**src/rtl/core_pkg.sv**
```systemverilog
// ---------------------------------------------------------------------------
// core_pkg: shared definitions for the fetch, branch and imem blocks.
//   XLEN         - address width in bits
//   RESET_VECTOR - default PC loaded while reset is asserted
//   IALIGN       - instruction alignment in bytes (2 or 4)
//   addr_t       - XLEN-wide address type
//   is_aligned() - true when the low log2(ialign) bits of an address are 0
// ---------------------------------------------------------------------------
package core_pkg;

    parameter int unsigned XLEN         = 32;
    parameter logic [31:0] RESET_VECTOR = 32'h0000_0000;
    parameter int unsigned IALIGN       = 4;

    typedef logic [XLEN-1:0] addr_t;

    // Only the low bits matter, so the check is valid for any ialign that
    // is a power of two no larger than the address width.
    function automatic logic is_aligned(addr_t a, int unsigned ialign = IALIGN);
        addr_t mask;
        mask = addr_t'(ialign - 1);
        return (a & mask) == '0;
    endfunction

endpackage

```
**src/rtl/program_counter.sv**
```systemverilog
// ---------------------------------------------------------------------------
// program_counter: architectural PC register for the fetch stage.
//
// Loads the next-PC chosen upstream on every unstalled rising edge; holds
// on stall. No internal incrementing: PC_out only changes by load or reset.
//
// Ports:
//   clk          in   clock, rising edge
//   reset        in   asynchronous active-low reset (0 = in reset)
//   PC_in        in   next-PC value to load
//   stall        in   1 = hold PC this cycle
//   PC_out       out  current PC (registered)
//   pc_plus4     out  PC_out + 4, modulo 2^XLEN (combinational)
//   pc_valid     out  high from the first edge after reset release
//   misalign_err out  one-cycle pulse when a misaligned PC_in is rejected
//
// Build option:
//   PC_ALIGN_CHECK_EN - defined:   misaligned loads are rejected (PC holds,
//                                  misalign_err pulses)
//                       undefined: low alignment bits are masked to zero and
//                                  misalign_err is tied to 0
// ---------------------------------------------------------------------------
module program_counter
    import core_pkg::*;
#(
    parameter int unsigned      XLEN         = core_pkg::XLEN,
    parameter logic [XLEN-1:0]  RESET_VECTOR = XLEN'(core_pkg::RESET_VECTOR),
    parameter int unsigned      IALIGN       = core_pkg::IALIGN
) (
    input  logic            clk,
    input  logic            reset,
    input  logic [XLEN-1:0] PC_in,
    input  logic            stall,
    output logic [XLEN-1:0] PC_out,
    output logic [XLEN-1:0] pc_plus4,
    output logic            pc_valid,
    output logic            misalign_err
);

    localparam logic [XLEN-1:0] LOW_MASK = XLEN'(IALIGN - 1);

    // Elaboration-time parameter sanity.
    if (IALIGN != 2 && IALIGN != 4) begin : g_bad_ialign
        $error("program_counter: IALIGN must be 2 or 4");
    end
    if ((RESET_VECTOR & LOW_MASK) != '0) begin : g_bad_rv
        $error("program_counter: RESET_VECTOR must be IALIGN-aligned");
    end

    // Truncation/extension into addr_t keeps the low bits, which is all the
    // alignment check looks at.
    logic pc_in_aligned;
    assign pc_in_aligned = is_aligned(addr_t'(PC_in), IALIGN);

    // Wraps naturally at 2^XLEN; no carry-out is exposed.
    assign pc_plus4 = PC_out + XLEN'(4);

`ifdef PC_ALIGN_CHECK_EN
    logic misalign_q;

    always_ff @(posedge clk or negedge reset) begin
        if (!reset) begin
            PC_out     <= RESET_VECTOR;
            pc_valid   <= 1'b0;
            misalign_q <= 1'b0;
        end else begin
            pc_valid <= 1'b1;
            if (stall) begin
                // PC_in is ignored entirely while stalled.
                misalign_q <= 1'b0;
            end else if (pc_in_aligned) begin
                PC_out     <= PC_in;
                misalign_q <= 1'b0;
            end else begin
                // Reject: keep the old PC and flag for this cycle only.
                misalign_q <= 1'b1;
            end
        end
    end

    assign misalign_err = misalign_q;
`else
    always_ff @(posedge clk or negedge reset) begin
        if (!reset) begin
            PC_out   <= RESET_VECTOR;
            pc_valid <= 1'b0;
        end else begin
            pc_valid <= 1'b1;
            if (!stall) begin
                PC_out <= PC_in & ~LOW_MASK;
            end
        end
    end

    // The check result only matters when rejection is enabled.
    logic unused_aligned;
    assign unused_aligned = pc_in_aligned;

    assign misalign_err = 1'b0;
`endif

endmodule

```
**config.mk**
```make
export PLATFORM = sky130hd
export DESIGN_NAME = program_counter
export DESIGN_NICKNAME = d
export VERILOG_FILES = /design/src/rtl/core_pkg.sv /design/src/rtl/program_counter.sv
export SDC_FILE = /design/constraint.sdc
export NUM_CORES = 1
export LEC_CHECK = 0
export CAP_MARGIN = 40
export CORE_MARGIN = 5
export CORE_UTILIZATION = 42
export CTS_BUF_LIST = sky130_fd_sc_hd__clkbuf_2
export CTS_CLUSTER_DIAMETER = 60
export DETAILED_ROUTE_END_ITERATION = 10
export GPL_ROUTABILITY_DRIVEN = 0
export PLACE_DENSITY = 0.87
export SLEW_MARGIN = 5
export SYNTH_ARGS = -nofsm -noshare
export SYNTH_HDL_FRONTEND = slang
export SYNTH_SLANG_ARGS = --single-unit
```
**constraint.sdc**
```tcl
create_clock -name clk -period 4 [get_ports clk]
set_input_delay 0.4 -clock clk [delete_from_list [all_inputs] [get_ports clk]]
set_output_delay 0.4 -clock clk [all_outputs]
set_load 0.05 [all_outputs]
```
==> results.yml <==
grt:
  grt_pass1_vias: 1499
  grt_max_degree: 32
  grt_pass1_wl_um: 6950
  grtUsageTotal: 0.166
  grt_overflow: 0
  antenna_found_initial: 0
timing:
  period_needed_ps: 3450
  grt_setup_unrepaired: "no"
  report.final.slew_viol_count: 0
  worst_clock_skew_ps: 0
  setup_viol: 0
  max_slew_margin: 0.621
  hold_viol_final: 0
  fmax_mhz: 290
  setup_tns_ps: 0
  min_period_over_period: 0.862
  tightest_slew_ps: 565
clock_tree:
  post_cts_buffers: 0
  clk_latency_ps: 350
  clock_path_buffers: 2
  clock_sinks: 31
  cts_tree: "yes"
  ctsHoldBuffers: 0
  numCtsBuffers: 5
  htreeDepth: 2
  cts-root-buf: "clkbuf_2"
  cts_resized: 0
  clk_pin_slew_ps: 170
synthesis:
  syn_area_per_cell_um2: 11.6
  synth_top_area_cell: "dfrtp_1"
  yosys_most_used_dff: "dfrtp_1"
  ys_types: 21
  synth_top_area_frac: 0.447
  synth_cells: 150
  yosys_warnings: 0
  synth_seq_cells: 31
  async_reset_ff_frac: 1.00
  seq_area_frac_synth: 0.447
  synth_edf_count: 0
  synth_common_cells: "dfrtp_1, mux2_2, xnor2_1, nand3_1"
  yosys-top-cells-area: "dfrtp_1, mux2_2, xnor2_1"
  synth.most_common_cell: "dfrtp_1"
  syn_area_um2: 1740
floorplanning:
  num_rows: 23
  dieHeight_um: 74.3
  core-area_um2: 4000
  die_w_um: 74.3
  initial_core_util: 0.434
  die-area_um2: 5520
  pin_count: 101
place:
  port_buffers: 93
  dpl_cell_area_um2: 2710
  dp.final_hpwl_um: 3500
route:
  vias: 1482
  vias_per_cell: 4.97
  wire_per_inst_um: 15.3
  first_pass_iters: 4
  antenna_left: 0
  drc_errors: 0
  drt-total-wl_um: 4550
  drt_iter0_markers: 37
power_and_ir_drop:
  p_per_area_nw_per_um2: 401
  leakage_nw: 1.11
  finalPower_mw: 1.11
  ir_worst_vdd_v: 0.000237
worst_setup_path:
  startpoint_type: "flip-flop"
  cp_data_arrival_time_ps: 3050
  r2r_start: "PC_out[22]$_DFFE_PN0N_"
  cp_max_fo: 8
  worstSetupEndpointType: "output port"
  crit_start: "PC_out[2]$_DFFE_PN0N_"
  required_ps: 3600
  worstSetupPathType: "flip-flop to output port"
run:
  drv_cap: 0
final_layout:
  drive_above_1_share: 0.173
  area_growth_pct: 59.6
  nets: 283
  fin_area_um2: 2770
  diodes: 0
min_path:
  hold_path.class: "input port to async pin"
run_status:
  status: "complete, no violations"
[per-layer routing]
layer | track usage | vias up | wire [um]
met2 | 0.284 | 63 | 2260
met3 | 0.0635 | 5 | 482
li1 | - | 707 | -
met4 | 0.0632 | 0 | 71
met5 | 0 | - | 0
met1 | 0.189 | 707 | 1740
[stage by stage]
stage               worst slack (ps)  utilization  instances  hold slack (ps)
CTS                              512        0.693        298              381
detailed placement               984        0.677        290              549
finish                           553        0.693        298              390
global route                     310        0.693        298              394
floorplan                       1080            -        154              104
global placement                1030        0.677        290              536
[worst paths after layout]
kind	end	cells after the start	slack (ps)
setup / recovery	pc_plus4[28]	6	550
hold / removal	PC_out[2]$_DFFE_PN0N_	2	390
setup reg to reg	PC_out[22]$_DFFE_PN0N_	1	3100
hold reg to reg	PC_out[31]$_DFFE_PN0N_	1	580
max in group asynchronous	PC_out[10]$_DFFE_PN0N_	2	3300
min in group clk	PC_out[31]$_DFFE_PN0N_	1	580
[report_power, final]
| part | total [mW] | switching (mW) | internal (mW) |
|---|---|---|---|
| Clock | 0.213 | 0.110 | 0.103 |
| Sequential | 0.394 | 0.0497 | 0.344 |
| Combinational | 0.504 | 0.318 | 0.185 |
| Total | 1.11 | 0.478 | 0.632 |
[cell type report]
cell class | instances | area (um^2)
clock buffer | 5 | 25.0
clock inverter | 3 | 38.8
fill | 302 | 1230
inverter | 2 | 7.51
multi-input combinational | 112 | 915
sequential | 31 | 776
tap | 50 | 62.6
timing repair buffer | 95 | 946
[cells in the final DEF (no fill, tap or decap), drive strengths merged, types with 3 or more instances in the layout]
cell            n
clkdlybuf4s50  93
dfrtp          31
mux2           30
xnor2          20
nand3          13
nand2           8
xor2            8
nand4           8
conb            6
nor2            5
clkbuf          5
nor3            3
and3            3
[worst max-delay path, cell delays in order (launching register included)]
cell,delay (ps)
dfrtp_1,480
ha_1,220
nand3_1,260
nor4_4,500
nand4_1,190
xnor2_1,180
clkdlybuf4s50_1,850
[flip-flops by register name (all words and copies together), names as in the netlist]
register / cells
PC_out: 30
pc_valid: 1
[cell families after synthesis]
| group | after synthesis | synth area share |
|---|---|---|
| and+or+nand+nor | 47 | 0.171 |
| DFF | 31 | 0.447 |
| muxes | 30 | 0.195 |
| xor gates and xnor gates | 28 | 0.141 |
| buffers and inverters | 11 | 0.0346 |
| other | 2 | 0.00433 |
| adders and majority gates | 1 | 0.00721 |
No activity file was read; power rests on OpenSTA's default activity.
